--- src/rtl/axi_crossbar_rresp_if.sv ---
// Bundle of the R-return path signals: reply commands, per-master R channels,
// slave-side R output and completion events.
interface axi_crossbar_rresp_if #(
    parameter int M_COUNT     = 4,
    parameter int DATA_WIDTH  = 32,
    parameter int ID_WIDTH    = 8,
    parameter int RUSER_WIDTH = 1
);
    logic [ID_WIDTH-1:0]             s_rc_id;
    logic [7:0]                      s_rc_len;
    logic                            s_rc_decerr;
    logic                            s_rc_valid;
    logic                            s_rc_ready;

    logic [M_COUNT*ID_WIDTH-1:0]     int_rid;
    logic [M_COUNT*DATA_WIDTH-1:0]   int_rdata;
    logic [M_COUNT*2-1:0]            int_rresp;
    logic [M_COUNT-1:0]              int_rlast;
    logic [M_COUNT*RUSER_WIDTH-1:0]  int_ruser;
    logic [M_COUNT-1:0]              int_rvalid;
    logic [M_COUNT-1:0]              int_rready;

    logic [ID_WIDTH-1:0]             s_axi_rid;
    logic [DATA_WIDTH-1:0]           s_axi_rdata;
    logic [1:0]                      s_axi_rresp;
    logic                            s_axi_rlast;
    logic [RUSER_WIDTH-1:0]          s_axi_ruser;
    logic                            s_axi_rvalid;
    logic                            s_axi_rready;

    logic [ID_WIDTH-1:0]             m_cpl_id;
    logic                            m_cpl_valid;

    // The return-path block itself
    modport slave (
        input  s_rc_id, s_rc_len, s_rc_decerr, s_rc_valid,
        output s_rc_ready,
        input  int_rid, int_rdata, int_rresp, int_rlast, int_ruser, int_rvalid,
        output int_rready,
        output s_axi_rid, s_axi_rdata, s_axi_rresp, s_axi_rlast, s_axi_ruser, s_axi_rvalid,
        input  s_axi_rready,
        output m_cpl_id, m_cpl_valid
    );

    // Surrounding crossbar logic
    modport master (
        output s_rc_id, s_rc_len, s_rc_decerr, s_rc_valid,
        input  s_rc_ready,
        output int_rid, int_rdata, int_rresp, int_rlast, int_ruser, int_rvalid,
        input  int_rready,
        input  s_axi_rid, s_axi_rdata, s_axi_rresp, s_axi_rlast, s_axi_ruser, s_axi_rvalid,
        output s_axi_rready,
        input  m_cpl_id, m_cpl_valid
    );
endinterface

--- src/rtl/axi_crossbar_rresp.sv ---
// Read-response return path: burst-locked round-robin merge of per-master R
// channels and a local decode-error responder, with burst completion events.
module axi_crossbar_rresp #(
    parameter int M_COUNT      = 4,
    parameter int DATA_WIDTH   = 32,
    parameter int ID_WIDTH     = 8,
    parameter int RUSER_ENABLE = 0,
    parameter int RUSER_WIDTH  = 1
) (
    input logic clk,
    input logic rst,
    axi_crossbar_rresp_if.slave bus
);
    localparam int N  = M_COUNT + 1;
    localparam int GW = $clog2(N);

    typedef enum logic {DEC_IDLE, DEC_ACTIVE} dec_state_t;

    dec_state_t          dec_state;
    logic [ID_WIDTH-1:0] dec_id;
    logic [7:0]          dec_len;
    logic [7:0]          dec_cnt;

    logic [N-1:0]                  req;
    logic [N-1:0][ID_WIDTH-1:0]    src_id;
    logic [N-1:0][DATA_WIDTH-1:0]  src_data;
    logic [N-1:0][1:0]             src_resp;
    logic [N-1:0]                  src_last;
    logic [N-1:0][RUSER_WIDTH-1:0] src_user;

    logic          lock;
    logic [GW-1:0] grant, last_grant, rr_sel, rr_cand;
    logic          rr_found;
    logic          out_free, acc, dec_acc, out_dec, cpl_fire;

    // Source M_COUNT is the decode-error responder; it never carries user bits
    for (genvar i = 0; i < M_COUNT; i++) begin : g_src
        assign req[i]      = bus.int_rvalid[i];
        assign src_id[i]   = bus.int_rid[i*ID_WIDTH +: ID_WIDTH];
        assign src_data[i] = bus.int_rdata[i*DATA_WIDTH +: DATA_WIDTH];
        assign src_resp[i] = bus.int_rresp[i*2 +: 2];
        assign src_last[i] = bus.int_rlast[i];
        assign src_user[i] = bus.int_ruser[i*RUSER_WIDTH +: RUSER_WIDTH]
                             & {RUSER_WIDTH{RUSER_ENABLE != 0}};
        assign bus.int_rready[i] = lock && out_free && (grant == GW'(i));
    end

    assign req[M_COUNT]      = (dec_state == DEC_ACTIVE);
    assign src_id[M_COUNT]   = dec_id;
    assign src_data[M_COUNT] = '0;
    assign src_resp[M_COUNT] = 2'b11;
    assign src_last[M_COUNT] = (dec_cnt == dec_len);
    assign src_user[M_COUNT] = '0;

    assign out_free = !bus.s_axi_rvalid || bus.s_axi_rready;
    assign acc      = lock && out_free && req[grant];
    assign dec_acc  = acc && (grant == GW'(M_COUNT));
    assign cpl_fire = bus.s_axi_rvalid && bus.s_axi_rready && bus.s_axi_rlast && !out_dec;

    // First requester after the previous winner, wrapping through all N sources
    always_comb begin
        rr_sel   = '0;
        rr_found = 1'b0;
        rr_cand  = '0;
        for (int k = 1; k <= N; k++) begin
            rr_cand = GW'((int'(last_grant) + k) % N);
            if (!rr_found && req[rr_cand]) begin
                rr_found = 1'b1;
                rr_sel   = rr_cand;
            end
        end
    end

    always_ff @(posedge clk or posedge rst) begin
        if (rst) begin
            lock       <= 1'b0;
            grant      <= '0;
            last_grant <= GW'(M_COUNT);
        end else if (!lock) begin
            if (rr_found) begin
                lock       <= 1'b1;
                grant      <= rr_sel;
                last_grant <= rr_sel;
            end
        end else if (acc && src_last[grant]) begin
            lock <= 1'b0;
        end
    end

    always_ff @(posedge clk or posedge rst) begin
        if (rst) begin
            dec_state      <= DEC_IDLE;
            dec_id         <= '0;
            dec_len        <= '0;
            dec_cnt        <= '0;
            bus.s_rc_ready <= 1'b0;
        end else begin
            bus.s_rc_ready <= 1'b0;
            case (dec_state)
                DEC_IDLE: if (bus.s_rc_valid && bus.s_rc_decerr) begin
                    dec_id         <= bus.s_rc_id;
                    dec_len        <= bus.s_rc_len;
                    dec_cnt        <= '0;
                    bus.s_rc_ready <= 1'b1;
                    dec_state      <= DEC_ACTIVE;
                end
                DEC_ACTIVE: if (dec_acc) begin
                    dec_cnt <= dec_cnt + 8'd1;
                    if (dec_cnt == dec_len) dec_state <= DEC_IDLE;
                end
                default: dec_state <= DEC_IDLE;
            endcase
        end
    end

    always_ff @(posedge clk or posedge rst) begin
        if (rst) begin
            bus.s_axi_rvalid <= 1'b0;
            bus.s_axi_rid    <= '0;
            bus.s_axi_rdata  <= '0;
            bus.s_axi_rresp  <= '0;
            bus.s_axi_rlast  <= 1'b0;
            bus.s_axi_ruser  <= '0;
            out_dec          <= 1'b0;
        end else if (acc) begin
            bus.s_axi_rvalid <= 1'b1;
            bus.s_axi_rid    <= src_id[grant];
            bus.s_axi_rdata  <= src_data[grant];
            bus.s_axi_rresp  <= src_resp[grant];
            bus.s_axi_rlast  <= src_last[grant];
            bus.s_axi_ruser  <= src_user[grant];
            out_dec          <= (grant == GW'(M_COUNT));
        end else if (bus.s_axi_rready) begin
            bus.s_axi_rvalid <= 1'b0;
        end
    end

    always_ff @(posedge clk or posedge rst) begin
        if (rst) begin
            bus.m_cpl_valid <= 1'b0;
            bus.m_cpl_id    <= '0;
        end else begin
            bus.m_cpl_valid <= cpl_fire;
            if (cpl_fire) bus.m_cpl_id <= bus.s_axi_rid;
        end
    end
endmodule

--- src/flat_wrapper.sv ---
// flat-port wrapper written by rule: the top's interface ports become plain ports
module axi_crossbar_rresp_flat 
#(
    parameter int M_COUNT      = 4,
    parameter int DATA_WIDTH   = 32,
    parameter int ID_WIDTH     = 8,
    parameter int RUSER_ENABLE = 0,
    parameter int RUSER_WIDTH  = 1
)
  (clk, rst, bus_s_rc_id, bus_s_rc_len, bus_s_rc_decerr, bus_s_rc_valid, bus_s_rc_ready, bus_int_rid, bus_int_rdata, bus_int_rresp, bus_int_rlast, bus_int_ruser, bus_int_rvalid, bus_int_rready, bus_s_axi_rid, bus_s_axi_rdata, bus_s_axi_rresp, bus_s_axi_rlast, bus_s_axi_ruser, bus_s_axi_rvalid, bus_s_axi_rready, bus_m_cpl_id, bus_m_cpl_valid);
  axi_crossbar_rresp_if #(.M_COUNT(M_COUNT), .DATA_WIDTH(DATA_WIDTH), .ID_WIDTH(ID_WIDTH), .RUSER_WIDTH(RUSER_WIDTH)) bus_i ();
  input logic clk;
  input logic rst;
  input wire logic [$bits(bus_i.s_rc_id)-1:0] bus_s_rc_id;
  input wire logic [$bits(bus_i.s_rc_len)-1:0] bus_s_rc_len;
  input wire logic [$bits(bus_i.s_rc_decerr)-1:0] bus_s_rc_decerr;
  input wire logic [$bits(bus_i.s_rc_valid)-1:0] bus_s_rc_valid;
  output wire logic [$bits(bus_i.s_rc_ready)-1:0] bus_s_rc_ready;
  input wire logic [$bits(bus_i.int_rid)-1:0] bus_int_rid;
  input wire logic [$bits(bus_i.int_rdata)-1:0] bus_int_rdata;
  input wire logic [$bits(bus_i.int_rresp)-1:0] bus_int_rresp;
  input wire logic [$bits(bus_i.int_rlast)-1:0] bus_int_rlast;
  input wire logic [$bits(bus_i.int_ruser)-1:0] bus_int_ruser;
  input wire logic [$bits(bus_i.int_rvalid)-1:0] bus_int_rvalid;
  output wire logic [$bits(bus_i.int_rready)-1:0] bus_int_rready;
  output wire logic [$bits(bus_i.s_axi_rid)-1:0] bus_s_axi_rid;
  output wire logic [$bits(bus_i.s_axi_rdata)-1:0] bus_s_axi_rdata;
  output wire logic [$bits(bus_i.s_axi_rresp)-1:0] bus_s_axi_rresp;
  output wire logic [$bits(bus_i.s_axi_rlast)-1:0] bus_s_axi_rlast;
  output wire logic [$bits(bus_i.s_axi_ruser)-1:0] bus_s_axi_ruser;
  output wire logic [$bits(bus_i.s_axi_rvalid)-1:0] bus_s_axi_rvalid;
  input wire logic [$bits(bus_i.s_axi_rready)-1:0] bus_s_axi_rready;
  output wire logic [$bits(bus_i.m_cpl_id)-1:0] bus_m_cpl_id;
  output wire logic [$bits(bus_i.m_cpl_valid)-1:0] bus_m_cpl_valid;
  assign bus_i.s_rc_id = bus_s_rc_id;
  assign bus_i.s_rc_len = bus_s_rc_len;
  assign bus_i.s_rc_decerr = bus_s_rc_decerr;
  assign bus_i.s_rc_valid = bus_s_rc_valid;
  assign bus_s_rc_ready = bus_i.s_rc_ready;
  assign bus_i.int_rid = bus_int_rid;
  assign bus_i.int_rdata = bus_int_rdata;
  assign bus_i.int_rresp = bus_int_rresp;
  assign bus_i.int_rlast = bus_int_rlast;
  assign bus_i.int_ruser = bus_int_ruser;
  assign bus_i.int_rvalid = bus_int_rvalid;
  assign bus_int_rready = bus_i.int_rready;
  assign bus_s_axi_rid = bus_i.s_axi_rid;
  assign bus_s_axi_rdata = bus_i.s_axi_rdata;
  assign bus_s_axi_rresp = bus_i.s_axi_rresp;
  assign bus_s_axi_rlast = bus_i.s_axi_rlast;
  assign bus_s_axi_ruser = bus_i.s_axi_ruser;
  assign bus_s_axi_rvalid = bus_i.s_axi_rvalid;
  assign bus_i.s_axi_rready = bus_s_axi_rready;
  assign bus_m_cpl_id = bus_i.m_cpl_id;
  assign bus_m_cpl_valid = bus_i.m_cpl_valid;
  axi_crossbar_rresp #(.M_COUNT(M_COUNT), .DATA_WIDTH(DATA_WIDTH), .ID_WIDTH(ID_WIDTH), .RUSER_ENABLE(RUSER_ENABLE), .RUSER_WIDTH(RUSER_WIDTH)) u_core (.clk(clk), .rst(rst), .bus(bus_i));
endmodule
--- config.mk ---
export PLATFORM = sky130hd
export DESIGN_NAME = axi_crossbar_rresp_flat
export DESIGN_NICKNAME = d
export VERILOG_FILES = /design/src/rtl/axi_crossbar_rresp_if.sv /design/src/rtl/axi_crossbar_rresp.sv /design/src/flat_wrapper.sv
export SDC_FILE = /design/constraint.sdc
export NUM_CORES = 1
export LEC_CHECK = 0
export BUFFER_PORTS_ARGS = -buffer_cell sky130_fd_sc_hd__buf_4
export CAP_MARGIN = 20
export CORE_MARGIN = 3
export CORE_UTILIZATION = 45
export DETAILED_ROUTE_END_ITERATION = 8
export GPL_ROUTABILITY_DRIVEN = 0
export MAX_ROUTING_LAYER = met4
export PLACE_DENSITY_LB_ADDON = 0.25
export SETUP_SLACK_MARGIN = 0.15
export SLEW_MARGIN = 10
export SYNTH_ARGS = -nofsm -noshare
export SYNTH_HDL_FRONTEND = slang
export SYNTH_SLANG_ARGS = --single-unit
export TNS_END_PERCENT = 20
--- constraint.sdc ---
create_clock -name clk -period 5.83 [get_ports clk]
set_clock_uncertainty 0.15 [all_clocks]
set_input_delay 0.583 -clock clk [delete_from_list [all_inputs] [get_ports clk]]
set_output_delay 0.583 -clock clk [all_outputs]
set_load 0.01 [all_outputs]
==> run metrics <==
most repeated cell in the gate-level netlist after synthesis sky130_fd_sc_hd__nand2_1; maximum vdd ir drop 0.000287 V; post-route fraction of the period consumed by the critical path 85.8%; number of failing setup endpoints in the final timing report 0; worst path buffer plus inverter count 1; Crit path required time 5860 ps; clock latency reported for the late side of the worst-skew pair 330 ps; Arrival @ worst endpoint 5040 ps; clock tree root buffer cell sky130_fd_sc_hd__clkbuf_16; switch share 45.1%; number of rows in the core area between 40 and 50; remaining antenna violation count 0; hold buffer count at cts 0; final-layout worst hold slack 173 ps; total setup buffers inserted after CTS 0; clock edge transition at the registers on the reported setup and hold paths 70 ps; share of synthesized registers carrying an async set or reset between 90% and 100%; clock sink count 85; clock tree from TritonCTS yes; flip-flop and latch count after synthesis 85; starting utilization of the core area between 40% and 50%; total wire length 19600 um; post-synth top area share between 30% and 40%; via density per instance about 5.7; Top delay family on crit path compound AO/OA/AOI/OAI gates; start point of the critical path u_core.last_grant[1]$_DFFE_PP0P_; number of maximum-capacitance constraint violations 0; number of buffers created by CTS 9; cells along the critical path inv_1, ha_1, xnor2_2, nor2_1, nor2_1, a21oi_1, ha_1, or4_1, a21oi_1, nor3_1, a32oi_1, and3b_1, a41oi_2, o211ai_1, o21ai_0; Clock Power Share 12.7%; DIE AREA ~15000 um2; fraction of the yosys area taken by sequential cells roughly 34%; count of flip-flops with a built-in enable after synthesis 0; Achievable Freq between 150 and 200 MHz; Hold Violations, Final 0; largest area contributor in the synthesized netlist sky130_fd_sc_hd__dfrtp_1; largest fanout of any net on the critical path 30; Psw between 0.002 and 0.0025 W; Max Transition Viols Final 0; most frequently used flop master after synthesis sky130_fd_sc_hd__dfrtp_1; slew of the pin with the lowest slew margin 788 ps; Cell variety after synth 74; number of antenna diodes 0; crit path launch type flip-flop; Top-Level Pins between 200 and 300; overflow left after global routing 0; Crit Path Class flip-flop to flip-flop; drt pass-1 iters 6; min-delay worst type input port to asynchronous set/reset pin; minimum period implied by the final worst setup slack 5000 ps; result of the run finished, final reports clean; wire length of the first global-routing pass about 32000 um; final design area excluding fillers 8640 um2; Mapped Avg Cell Area 9.17 um2; number of nets in the layout 1143; number of levels in the clock H-tree 3; reg2reg start u_core.last_grant[1]$_DFFE_PP0P_; slowest cell delay on critical path between 800 and 900 ps; count of synthesis-stage warnings from yosys 0; total number of vias 6211; Routed wire per std cell 17.8 um; most area-consuming cells after synthesis sky130_fd_sc_hd__dfrtp_1, sky130_fd_sc_hd__mux4_2, sky130_fd_sc_hd__nand2_1, sky130_fd_sc_hd__ha_1, sky130_fd_sc_hd__o21ai_0; leakage power figure 4.20 nW; power density over the cells between 500 and 600 nW/um2; instance area at placement 8320 um2; post-route setup TNS 0 ps; utilization after layout between 60% and 70%; width of the chip 124 um; Combinational Power Share 65.2%; count of input and output buffers 254; RSZ-0062 raised after global routing false; Vert. Die Dim 124 um; post-synth net total 916; Power Internal 0.00265 W; filler instances 1174; 1st-iter DRT viols around 560; Reg power frac between 20 and 25%; max-slew headroom at the worst pin about 47%; count of mapped cells out of synthesis slightly below 700; vias in the first global route 6167; Post-route DRC 0; share of cells above drive strength 1 37.3%; critical path's slowest cell sky130_fd_sc_hd__dfrtp_2; CTS max path bufs 2; DPL Wire Length ~15000 um; total routing usage reported by global routing 25.8%; Cell Area, Synth 6310 um2; initial antenna violation count 0; largest net degree at the start of global routing between 60 and 70; area overhead of the layout relative to synthesis 36.8%; commonest cells in the synthesized netlist sky130_fd_sc_hd__nand2_1, sky130_fd_sc_hd__dfrtp_1, sky130_fd_sc_hd__o21ai_0, sky130_fd_sc_hd__mux4_2; floorplan core area 13500 um2; number of instances resized during post-cts repair 0; Critical Path Sink Type flip-flop
-- placed cells by master (no fill, tap or decap), drive strengths merged, types with 4 or more instances in the layout --
cell / instances
or2: 4
xnor2: 12
nor3: 9
nand3: 14
a211oi: 11
nand2: 193
nand2b: 6
o211ai: 8
clkbuf: 10
mux4: 46
buf: 262
and2: 6
a21oi: 17
xor2: 6
a31oi: 5
ha: 26
nand4: 7
mux2i: 8
nor2: 20
a22oi: 9
o21ai: 65
inv: 17
clkinv: 5
dfrtp: 84
-- sequential cells by signal, summed over array words and instances, names as in the netlist, 2 cells and up --
register	flops
u_core.bus.s_axi_rdata	32
u_core.bus.m_cpl_id	8
u_core.bus.s_axi_rid	8
u_core.dec_cnt	8
u_core.dec_id	8
u_core.dec_len	8
u_core.last_grant	3
u_core.bus.s_axi_rresp	2
-- logic make-up after synthesis --
kind of cell               share of synthesized area (%)
AOI/OAI and AO/OA                                   16.3
adders and majority gates                           5.47
other                                             0.0594
and+or+nand+nor                                     19.4
buffers and inverters                               4.12
xor gates and xnor gates                            2.74
muxes                                               18.2
DFF                                                 33.7
-- cell type report --
| class | count | area, um2 | share of cell area (%) |
|---|---|---|---|
| Clock buffer | 10 | 229 | 2.65 |
| Clock inverter | 6 | 86.3 | 1.00 |
| Inverter | 19 | 72.6 | 0.840 |
| Multi-Input combinational cell | 538 | 3930 | 45.5 |
| Sequential cell | 85 | 2130 | 24.7 |
| Tap cell | 176 | 220 | 2.55 |
| Timing Repair Buffer | 262 | 1970 | 22.8 |
-- power groups by stage --
| stage | sequential (W) | combinational, W | clock, W |
|---|---|---|---|
| floorplan | 0.00106 | 0.00223 | 0 |
| global placement | 0.00106 | 0.00308 | 0 |
| detailed placement | 0.00107 | 0.00313 | 0 |
| CTS | 0.00106 | 0.00314 | 0.000622 |
| global route | 0.00110 | 0.00349 | 0.000644 |
| finish | 0.00106 | 0.00314 | 0.000614 |
-- worst paths after layout --
kind | endpoint | slack (ps) | depth (start not counted)
hold / removal | u_core.bus.m_cpl_id[3]$_DFFE_PP0P_ | 170 | 2
hold reg to reg | u_core.bus.m_cpl_id[4]$_DFFE_PP0P_ | 320 | 2
setup / recovery | u_core.grant[2]$_DFFE_PP0P_ | 830 | 15
max in group asynchronous | u_core.last_grant[1]$_DFFE_PP0P_ | 4290 | 3
setup reg to reg | u_core.grant[2]$_DFFE_PP0P_ | 830 | 15
min in group clk | u_core.dec_len[7]$_DFFE_PP0P_ | 280 | 3
-- through the flow --
step / instances / power [W] / setup slack (ps)
after floorplan: 688 / 0.00329 / 853
after global placement: 1080 / 0.00414 / 960
after CTS: 1096 / 0.00482 / 899
after global routing: 1096 / 0.00524 / 246
final: 1096 / 0.00482 / 825
after detailed placement: 1080 / 0.00420 / 912
-- per-layer routing --
layer	up-vias	share of wire, %	global-route usage (%)
met5	-	0	-
met4	0	3.5	9.86
met3	48	7.2	4.55
met2	276	49	41.4
met1	2957	40	32.9
li1	2930	-	-
(Power assumes the default switching activity.)
